### src/rtl/decode_queue_if.sv
// Decode-to-dispatch queue bundle: enqueue side, CDB snoop inputs and dequeue side.
// Latency: none; pure signal grouping.
// Backpressure: inReady/outReady carry the valid-ready handshakes in each direction.
// Ports: enqueue (inValid/inReady/in*), CDB (cdbValid/cdbROB/cdbResult),
//        dequeue (outValid/outReady/out*), occupancy (count).
// slave modport is the queue itself; master modport is the decode/dispatch/CDB environment.
interface decode_queue_if #(
    parameter int WIDTH  = 31,
    parameter int ROB    = 2,
    parameter int CTRL_W = 32,
    parameter int DEPTH  = 4
);
    localparam int CNT_W = $clog2(DEPTH) + 1;

    logic              inValid;
    logic              inReady;
    logic [CTRL_W-1:0] inCtrl;
    logic [WIDTH:0]    inOp1;
    logic [WIDTH:0]    inOp2;
    logic              inBusy1;
    logic              inBusy2;
    logic [ROB:0]      inRob1;
    logic [ROB:0]      inRob2;

    logic              cdbValid;
    logic [ROB:0]      cdbROB;
    logic [WIDTH:0]    cdbResult;

    logic              outValid;
    logic              outReady;
    logic [CTRL_W-1:0] outCtrl;
    logic [WIDTH:0]    outOp1;
    logic [WIDTH:0]    outOp2;
    logic              outBusy1;
    logic              outBusy2;
    logic [ROB:0]      outRob1;
    logic [ROB:0]      outRob2;
    logic [CNT_W-1:0]  count;

    modport slave (
        input  inValid, inCtrl, inOp1, inOp2, inBusy1, inBusy2, inRob1, inRob2,
        input  cdbValid, cdbROB, cdbResult,
        input  outReady,
        output inReady,
        output outValid, outCtrl, outOp1, outOp2, outBusy1, outBusy2, outRob1, outRob2,
        output count
    );

    modport master (
        output inValid, inCtrl, inOp1, inOp2, inBusy1, inBusy2, inRob1, inRob2,
        output cdbValid, cdbROB, cdbResult,
        output outReady,
        input  inReady,
        input  outValid, outCtrl, outOp1, outOp2, outBusy1, outBusy2, outRob1, outRob2,
        input  count
    );
endinterface

### src/rtl/decode_queue.sv
// Decoded-instruction circular queue between decode and dispatch; entries snoop the CDB while waiting.
// Latency: 1 cycle enqueue-to-output (no empty flow-through); head operands forwarded combinationally from the CDB.
// Backpressure: inReady = not full (no same-cycle dequeue bypass); head held while outReady is low.
// Ports: clk, reset (sync, active-high), flush (sync clear), dq (decode_queue_if.slave: enqueue, CDB, dequeue, count).
module decode_queue #(
    parameter int WIDTH  = 31,
    parameter int ROB    = 2,
    parameter int CTRL_W = 32,
    parameter int DEPTH  = 4
) (
    input  logic           clk,
    input  logic           reset,
    input  logic           flush,
    decode_queue_if.slave  dq
);
    localparam int PTR_W = $clog2(DEPTH);
    localparam int CNT_W = PTR_W + 1;

    logic [CTRL_W-1:0] ctrl_q  [DEPTH];
    logic [CTRL_W-1:0] ctrl_d  [DEPTH];
    logic [WIDTH:0]    op1_q   [DEPTH];
    logic [WIDTH:0]    op1_d   [DEPTH];
    logic [WIDTH:0]    op2_q   [DEPTH];
    logic [WIDTH:0]    op2_d   [DEPTH];
    logic [ROB:0]      rob1_q  [DEPTH];
    logic [ROB:0]      rob1_d  [DEPTH];
    logic [ROB:0]      rob2_q  [DEPTH];
    logic [ROB:0]      rob2_d  [DEPTH];
    logic [DEPTH-1:0]  busy1_q, busy1_d;
    logic [DEPTH-1:0]  busy2_q, busy2_d;
    logic [PTR_W-1:0]  head_q, head_d;
    logic [PTR_W-1:0]  tail_q, tail_d;
    logic [CNT_W-1:0]  count_q, count_d;

    logic              enq;
    logic              deq;
    logic              in_rdy;
    logic              out_vld;
    logic              wr_hit1;
    logic              wr_hit2;
    logic [DEPTH-1:0]  slot_vld;

    assign in_rdy  = (count_q != CNT_W'(DEPTH));
    assign out_vld = (count_q != '0);
    assign enq     = dq.inValid & in_rdy;
    assign deq     = out_vld & dq.outReady;

    // Write-port snoop: an operand whose producer broadcasts in the enqueue cycle is captured directly.
    assign wr_hit1 = dq.cdbValid & dq.inBusy1 & (dq.inRob1 == dq.cdbROB);
    assign wr_hit2 = dq.cdbValid & dq.inBusy2 & (dq.inRob2 == dq.cdbROB);

    // A slot is occupied when its distance from head (mod DEPTH) is below the occupancy.
    always_comb begin
        slot_vld = '0;
        for (int i = 0; i < DEPTH; i++) begin
            slot_vld[i] = CNT_W'(PTR_W'(PTR_W'(i) - head_q)) < count_q;
        end
    end

    always_comb begin
        ctrl_d  = ctrl_q;
        op1_d   = op1_q;
        op2_d   = op2_q;
        rob1_d  = rob1_q;
        rob2_d  = rob2_q;
        busy1_d = busy1_q;
        busy2_d = busy2_q;
        head_d  = head_q;
        tail_d  = tail_q;
        count_d = count_q + CNT_W'(enq) - CNT_W'(deq);

        // Stored-entry snoop; the tail slot is never occupied when enq fires, so the write below cannot collide.
        for (int i = 0; i < DEPTH; i++) begin
            if (slot_vld[i] && dq.cdbValid) begin
                if (busy1_q[i] && (rob1_q[i] == dq.cdbROB)) begin
                    op1_d[i]   = dq.cdbResult;
                    busy1_d[i] = 1'b0;
                end
                if (busy2_q[i] && (rob2_q[i] == dq.cdbROB)) begin
                    op2_d[i]   = dq.cdbResult;
                    busy2_d[i] = 1'b0;
                end
            end
        end

        if (enq) begin
            ctrl_d[tail_q]  = dq.inCtrl;
            op1_d[tail_q]   = wr_hit1 ? dq.cdbResult : dq.inOp1;
            op2_d[tail_q]   = wr_hit2 ? dq.cdbResult : dq.inOp2;
            busy1_d[tail_q] = dq.inBusy1 & ~wr_hit1;
            busy2_d[tail_q] = dq.inBusy2 & ~wr_hit2;
            rob1_d[tail_q]  = dq.inRob1;
            rob2_d[tail_q]  = dq.inRob2;
            tail_d          = tail_q + PTR_W'(1);
        end

        if (deq) begin
            head_d = head_q + PTR_W'(1);
        end
    end

    always_ff @(posedge clk) begin
        if (reset || flush) begin
            for (int i = 0; i < DEPTH; i++) begin
                ctrl_q[i] <= '0;
                op1_q[i]  <= '0;
                op2_q[i]  <= '0;
                rob1_q[i] <= '0;
                rob2_q[i] <= '0;
            end
            busy1_q <= '0;
            busy2_q <= '0;
            head_q  <= '0;
            tail_q  <= '0;
            count_q <= '0;
        end else begin
            ctrl_q  <= ctrl_d;
            op1_q   <= op1_d;
            op2_q   <= op2_d;
            rob1_q  <= rob1_d;
            rob2_q  <= rob2_d;
            busy1_q <= busy1_d;
            busy2_q <= busy2_d;
            head_q  <= head_d;
            tail_q  <= tail_d;
            count_q <= count_d;
        end
    end

    // Head output with combinational CDB forwarding so a dispatch coinciding with the broadcast sees the value.
    logic [CTRL_W-1:0] out_ctrl;
    logic [WIDTH:0]    out_op1, out_op2;
    logic              out_busy1, out_busy2;
    logic [ROB:0]      out_rob1, out_rob2;
    logic              fwd1, fwd2;

    always_comb begin
        out_ctrl  = '0;
        out_op1   = '0;
        out_op2   = '0;
        out_busy1 = 1'b0;
        out_busy2 = 1'b0;
        out_rob1  = '0;
        out_rob2  = '0;
        fwd1      = 1'b0;
        fwd2      = 1'b0;
        if (out_vld) begin
            fwd1      = dq.cdbValid & busy1_q[head_q] & (rob1_q[head_q] == dq.cdbROB);
            fwd2      = dq.cdbValid & busy2_q[head_q] & (rob2_q[head_q] == dq.cdbROB);
            out_ctrl  = ctrl_q[head_q];
            out_op1   = fwd1 ? dq.cdbResult : op1_q[head_q];
            out_op2   = fwd2 ? dq.cdbResult : op2_q[head_q];
            out_busy1 = busy1_q[head_q] & ~fwd1;
            out_busy2 = busy2_q[head_q] & ~fwd2;
            out_rob1  = rob1_q[head_q];
            out_rob2  = rob2_q[head_q];
        end
    end

    assign dq.inReady  = in_rdy;
    assign dq.outValid = out_vld;
    assign dq.outCtrl  = out_ctrl;
    assign dq.outOp1   = out_op1;
    assign dq.outOp2   = out_op2;
    assign dq.outBusy1 = out_busy1;
    assign dq.outBusy2 = out_busy2;
    assign dq.outRob1  = out_rob1;
    assign dq.outRob2  = out_rob2;
    assign dq.count    = count_q;
endmodule

### src/flat_wrapper.sv
// flat-port wrapper written by rule: the top's interface ports become plain ports
module decode_queue_flat 
#(
    parameter int WIDTH  = 31,
    parameter int ROB    = 2,
    parameter int CTRL_W = 32,
    parameter int DEPTH  = 4
)
  (clk, reset, flush, dq_inValid, dq_inCtrl, dq_inOp1, dq_inOp2, dq_inBusy1, dq_inBusy2, dq_inRob1, dq_inRob2, dq_cdbValid, dq_cdbROB, dq_cdbResult, dq_outReady, dq_inReady, dq_outValid, dq_outCtrl, dq_outOp1, dq_outOp2, dq_outBusy1, dq_outBusy2, dq_outRob1, dq_outRob2, dq_count);
  decode_queue_if #(.WIDTH(WIDTH), .ROB(ROB), .CTRL_W(CTRL_W), .DEPTH(DEPTH)) dq_i ();
  input  logic clk;
  input  logic reset;
  input  logic flush;
  input wire logic [$bits(dq_i.inValid)-1:0] dq_inValid;
  input wire logic [$bits(dq_i.inCtrl)-1:0] dq_inCtrl;
  input wire logic [$bits(dq_i.inOp1)-1:0] dq_inOp1;
  input wire logic [$bits(dq_i.inOp2)-1:0] dq_inOp2;
  input wire logic [$bits(dq_i.inBusy1)-1:0] dq_inBusy1;
  input wire logic [$bits(dq_i.inBusy2)-1:0] dq_inBusy2;
  input wire logic [$bits(dq_i.inRob1)-1:0] dq_inRob1;
  input wire logic [$bits(dq_i.inRob2)-1:0] dq_inRob2;
  input wire logic [$bits(dq_i.cdbValid)-1:0] dq_cdbValid;
  input wire logic [$bits(dq_i.cdbROB)-1:0] dq_cdbROB;
  input wire logic [$bits(dq_i.cdbResult)-1:0] dq_cdbResult;
  input wire logic [$bits(dq_i.outReady)-1:0] dq_outReady;
  output wire logic [$bits(dq_i.inReady)-1:0] dq_inReady;
  output wire logic [$bits(dq_i.outValid)-1:0] dq_outValid;
  output wire logic [$bits(dq_i.outCtrl)-1:0] dq_outCtrl;
  output wire logic [$bits(dq_i.outOp1)-1:0] dq_outOp1;
  output wire logic [$bits(dq_i.outOp2)-1:0] dq_outOp2;
  output wire logic [$bits(dq_i.outBusy1)-1:0] dq_outBusy1;
  output wire logic [$bits(dq_i.outBusy2)-1:0] dq_outBusy2;
  output wire logic [$bits(dq_i.outRob1)-1:0] dq_outRob1;
  output wire logic [$bits(dq_i.outRob2)-1:0] dq_outRob2;
  output wire logic [$bits(dq_i.count)-1:0] dq_count;
  assign dq_i.inValid = dq_inValid;
  assign dq_i.inCtrl = dq_inCtrl;
  assign dq_i.inOp1 = dq_inOp1;
  assign dq_i.inOp2 = dq_inOp2;
  assign dq_i.inBusy1 = dq_inBusy1;
  assign dq_i.inBusy2 = dq_inBusy2;
  assign dq_i.inRob1 = dq_inRob1;
  assign dq_i.inRob2 = dq_inRob2;
  assign dq_i.cdbValid = dq_cdbValid;
  assign dq_i.cdbROB = dq_cdbROB;
  assign dq_i.cdbResult = dq_cdbResult;
  assign dq_i.outReady = dq_outReady;
  assign dq_inReady = dq_i.inReady;
  assign dq_outValid = dq_i.outValid;
  assign dq_outCtrl = dq_i.outCtrl;
  assign dq_outOp1 = dq_i.outOp1;
  assign dq_outOp2 = dq_i.outOp2;
  assign dq_outBusy1 = dq_i.outBusy1;
  assign dq_outBusy2 = dq_i.outBusy2;
  assign dq_outRob1 = dq_i.outRob1;
  assign dq_outRob2 = dq_i.outRob2;
  assign dq_count = dq_i.count;
  decode_queue #(.WIDTH(WIDTH), .ROB(ROB), .CTRL_W(CTRL_W), .DEPTH(DEPTH)) u_core (.clk(clk), .reset(reset), .flush(flush), .dq(dq_i));
endmodule
### config.mk
export PLATFORM = sky130hd
export DESIGN_NAME = decode_queue_flat
export DESIGN_NICKNAME = d
export VERILOG_FILES = /design/src/rtl/decode_queue_if.sv /design/src/rtl/decode_queue.sv /design/src/flat_wrapper.sv
export SDC_FILE = /design/constraint.sdc
export NUM_CORES = 1
export LEC_CHECK = 0
export CAP_MARGIN = 20
export CORE_MARGIN = 2
export CORE_UTILIZATION = 61
export CTS_CLUSTER_SIZE = 40
export DETAILED_ROUTE_END_ITERATION = 12
export GPL_TIMING_DRIVEN = 1
export PLACE_DENSITY = 0.86
export SYNTH_ARGS = -nofsm -noshare
export SYNTH_HDL_FRONTEND = slang
export SYNTH_SLANG_ARGS = --single-unit
export TNS_END_PERCENT = 100
### constraint.sdc
create_clock -name clk -period 5.5 [get_ports clk]
set_input_delay 1.1 -clock clk [delete_from_list [all_inputs] [get_ports clk]]
set_output_delay 1.1 -clock clk [all_outputs]
set_load 0.01 [all_outputs]
# Word level (Yosys, flattened, before mapping)
# Index checks and enable logic that the tools add are counted.
# word_totals
register_bits,423
out_inout_bits,109
inputBits,145
# op_classes
addsub,8
reduce_logical,16
n_lt_le_gt_ge,10
n_bitwise,20
mux,79
eq_ne,13
# op_table
operator,count
$mux W32,30
$bwmux W128,3
$mux W128,2
$bmux W32 S2,3
$demux W32 S2,1
$eq A3 B3 Y1,12
$bwmux W12,2
$mux W1,21
$mux W3,7
$and A1 B1 Y1,14
$logic_and A1 B1 Y1,14
$bmux W3 S2,2
$lt A2 B3 Y1,4
$bwmux W4,2
$mux W4,2
$demux W3 S2,1
$ge A3 B3 Y1 const B,2
$lt A2 B3 Y1 const B,2
$not A2 Y3,2
$add A2 B1 Y2 const B,2
$bmux W1 S2,2
$not A1 Y1,4
$sub A1 B2 Y2 const A,2
$sub A2 B2 Y2 const A,2
8 further kinds,8

# Logic depth before layout (Yosys ltp)
# depth
depth_word,9
mapped_depth,14
ltp_nobuf,10

# Least setup slack after synthesis
# Ideal clock, no wire load.
# synth_timing
path_type,input -> output
start,in dq_cdbROB[0]
end,out dq_outOp2[1]
arrival_time_ns,2.497
stages,5
required_ns,4.400
path_slack_ns,1.903
n_path_buf,2
cell_sequence,buf_2 -> xor2_1 -> or4_4 -> clkbuf_1 -> o21ai_0
# synth_via
elab_chain_len,4
# synth_lines
item,line,text
start: declaration,flat_wrapper.sv:23,input wire logic [$bits(dq_i.cdbROB)-1:0] dq_cdbROB;
$eq A3 B3 Y1,decode_queue.sv:149,fwd2 = dq.cdbValid & busy2_q[head_q] & (rob2_q[head_q] == dq.cdbROB);
$and A1 B1 Y1,decode_queue.sv:149,
$mux W32,decode_queue.sv:152,out_op2 = fwd2 ? dq.cdbResult : op2_q[head_q];
$mux W32,decode_queue.sv:147,if (out_vld) begin
end: declaration,flat_wrapper.sv:30,output wire logic [$bits(dq_i.outOp2)-1:0] dq_outOp2;
# Every way passes these cells.

# Worst setup path after layout
# layout_timing
start,reg u_core.head_q[0]
end,out dq_outOp1[2]
# layout_via
elab_chain_len,8
elab_cells_between_ends,14
classes_between,1 x eq/ne; 10 x mux; 3 x bitwise
# layout_lines
item,line,text
start: declaration,decode_queue.sv:31,"logic [PTR_W-1:0] head_q, head_d;"
start signal: assignment,decode_queue.sv:113,head_q <= '0;
start signal: assignment,decode_queue.sv:124,head_q <= head_d;
$not A2 Y3 (not written as such),"decode_queue.sv:148, decode_queue.sv:151",
$bmux W3 S2,decode_queue.sv:148,fwd1 = dq.cdbValid & busy1_q[head_q] & (rob1_q[head_q] == dq.cdbROB);
$mux W3 (not written as such) (2 in a row),decode_queue.sv:148,
$eq A3 B3 Y1,decode_queue.sv:148,
$and A1 B1 Y1,decode_queue.sv:148,
$mux W32 (*),decode_queue.sv:151,out_op1 = fwd1 ? dq.cdbResult : op1_q[head_q];
$mux W32 (*),decode_queue.sv:147,
end: declaration,flat_wrapper.sv:29,output wire logic [$bits(dq_i.outOp1)-1:0] dq_outOp1;
# Mark *: on every way between the ends. The rest lies on a longest branch, timed or not. The select of a mux whose other input is x is not followed.

==> flow_metrics.py <==
metrics = {
    "grt": {
        "grt_pass1_vias": 21513,
        "overflow": 0,
        "antenna_found_initial": 6,
        "grt_pass1_wl_um": 112000,
        "grt_max_degree": 111,
        "grt_use_total_pct": 38.7,
    },
    "critical_path": {
        "path_cells": "mux4_2, xor2_1, or4_4, o21ai_0, clkdlybuf4s50_1",
        "crit_type": "flip-flop to primary output",
        "critPathMaxFanout": 65,
        "critPathCaptureType": "primary output",
        "cp.arrival_ps": 3880,
        "cp-start-kind": "flip-flop",
        "cpPeakStageDelay_ps": 880,
        "cp_slowest_cell": "or4_4",
        "cp.required_ps": 4400,
    },
    "die": {
        "start_util_pct": 62.2,
        "die_h_um": 192,
        "die_area_um2": 36800,
        "fp-row-count": 68,
        "core-area_um2": 34600,
        "top_level_ports": 254,
        "fp.dieW_um": 192,
    },
    "clocking": {
        "clockBufferDepth": 3,
        "clk_pin_slew_ps": 60,
        "htreeDepth": 2,
        "post_cts_buffers": 0,
        "cts-buffers-inserted": 45,
        "ctsResizeCount": 0,
        "clk_latency_ps": 540,
        "hold_buffers": 0,
        "cts_tree": "done",
        "clock-root-buffer": "clkbuf_16",
        "cts_sinks": 423,
    },
    "placement": {
        "place.gp.congestion": 0.882,
        "port_buffers": 253,
        "dp_hpwl_um": 42100,
    },
    "synth": {
        "postSynthAreaPerCell_um2": 8.31,
        "syn_nets": 2748,
        "netlist_instances": 2592,
        "synthArstFlopShare_pct": 0,
        "synthTopCellsByCount": "nand2_1 (546), a21oi_1 (545), dfxtp_1 (423), clkbuf_1 (226), o21ai_0 (200)",
        "synth_flop_cell": "dfxtp_1",
        "synth_top_area_cell": "dfxtp_1",
        "ys_ff_latch": 423,
        "yosysTopAreaCellShare_pct": 39.3,
        "ys_warn_count": 0,
        "netlist-cell-type-count": 42,
        "post-synth-top-count-cell": "nand2_1",
        "synth_area_leaders": "dfxtp_1 (39%), a21oi_1 (13%), mux4_2 (11%), nand2_1 (9.5%), o21ai_0 (4.6%)",
        "synth_edf_count": 0,
        "synth.cell_area_um2": 21600,
        "ys_seq_area_share_pct": 39.3,
    },
    "flow_run": {
        "drv_cap": 0,
    },
    "cells_and_area": {
        "layout.nets": 2812,
        "area_growth_pct": 17.7,
        "drive_above_1_share_pct": 11.3,
        "post-route-util_pct": 73.3,
    },
    "route": {
        "drt_pass1_iterations": 8,
        "wirelength_um": 73700,
        "dr_wl_met2_um": 34700,
        "drt_iter0_drc": 3032,
        "drt_drc_violations_left": 0,
        "routedWlPerCell_um": 23.4,
        "dr.max_layer_used": "met5",
        "drtAntennaViolNets": 0,
        "vias_per_cell": 6.79,
        "wl_met3_um": 9200,
        "wl_met1_um": 25700,
        "num_vias": 21341,
    },
    "outcome": {
        "status": "finished, final reports clean",
    },
    "sta": {
        "tns_ps": 0,
        "period_needed_ps": 4980,
        "max-slew-margin-rel_pct": 23.9,
        "fmax_mhz": 201,
        "worst_pin_slew_ps": 1140,
        "period_share_pct": 90.5,
        "fin_skew_ps": 14.1,
        "drv_slew": 0,
        "hold_viol": 0,
        "rsz0062_at_grt": "false",
        "setup_viol": 0,
    },
    "power": {
        "p_leak_nw": 8.12,
        "ir_worst_vdd_mv": 0.223,
        "p_per_area_nw_per_um2": 287,
    },
    "worst_hold_path": {
        "worstHoldPathType": "flip-flop to flip-flop",
    },
}
[sequential cells by signal, summed over array words and instances (netlist names)]
register,count
u_core.head_q,2
u_core.op2_q,128
u_core.rob1_q,12
u_core.busy1_q,4
u_core.tail_q,2
u_core.dq.count,3
u_core.busy2_q,4
u_core.rob2_q,12
u_core.ctrl_q,128
u_core.op1_q,128
[worst max-delay path, delay by kind of cell (launching register included)]
kind / cells / cell delay [ps]
simple gates: 1 / 880
flops: 1 / 710
mux: 1 / 600
buf+inv: 1 / 570
compound gates: 1 / 320
xor+xnor: 1 / 160
[kinds of logic after synthesis]
logic type | Yosys count | synth area share, %
flip-flops | 423 | 39.3
AO/OA/AOI/OAI | 882 | 22.3
adder cells (fa/ha/maj) | 11 | 0.673
XOR/XNOR | 42 | 1.71
buffers and inverters | 291 | 5.68
AND/OR/NAND/NOR | 775 | 16.1
multiplexers | 168 | 14.2
[power breakdown]
group	switching, mW	internal [mW]	leakage [nW]
sequential	0.0476	3.13	3.42
clock	1.24	1.73	0.705
combinational	0.690	0.433	3.99
total	1.98	5.29	8.12
[path summary, 6_finish.rpt]
path	start	end	slack [ps]	depth (start not counted)
worst max-delay path	u_core.head_q[0]$_SDFFE_PP0P_	dq_outOp1[2]	520	5
worst min-delay path	u_core.op1_q[113]$_SDFF_PP0_	u_core.op1_q[113]$_SDFF_PP0_	450	2
worst max register to register	u_core.head_q[1]$_SDFFE_PP0P_	u_core.op2_q[22]$_SDFF_PP0_	1410	9
worst min register to register	u_core.op1_q[113]$_SDFF_PP0_	u_core.op1_q[113]$_SDFF_PP0_	450	2
[routing by layer]
layer	global-route usage [%]	vias up
met5	0	-
met4	25.2	10
met3	10.6	371
met2	62.1	1640
met1	45.7	10067
li1	-	9253
[layout make-up]
| cell class | instances | area (um^2) |
|---|---|---|
| multi-input combinational | 1878 | 12000 |
| inverter | 13 | 48.8 |
| clock inverter | 8 | 68.8 |
| timing repair buffer | 295 | 2880 |
| clock buffer | 71 | 1350 |
| sequential | 423 | 8480 |
| fill | 2486 | 9260 |
| antenna | 1 | 2.50 |
| tap | 455 | 569 |
[layout by cell type (no fill, tap or decap), types with 7 or more instances in the layout]
master and instances:
a21oi_1 545, a221o_1 60, and2_1 41, and3_1 8, buf_4 40, clkbuf_1 13
clkbuf_16 45, clkbuf_8 13, clkdlybuf4s50_1 253, dfxtp_1 421, ha_1 10, inv_1 13
mux2_1 20, mux2_2 44, mux4_2 104, nand2_1 542, nand3_1 60, nand3_2 15
nand3b_1 10, nor2_1 7, nor2b_1 62, o21ai_0 200, o21ai_1 50, o21ai_2 10
xnor2_1 11, xor2_1 31
[through the flow]
step / power, mW / worst slack, ps / hold WS, ps / std cells / area, um^2
4_1_cts: 7.22 / 526 / 450 / 3142 / 25300
6_report: 7.27 / 520 / 449 / 3144 / 25400
2_1_floorplan: 3.89 / 1900 / 427 / 2592 / 21600
3_3_place_gp: 4.28 / 678 / 433 / 3063 / 23900
5_1_grt: 7.46 / 349 / 468 / 3144 / 25400
3_5_place_dp: 4.32 / 565 / 442 / 3063 / 23900
No activity file was read; power rests on OpenSTA's default activity.
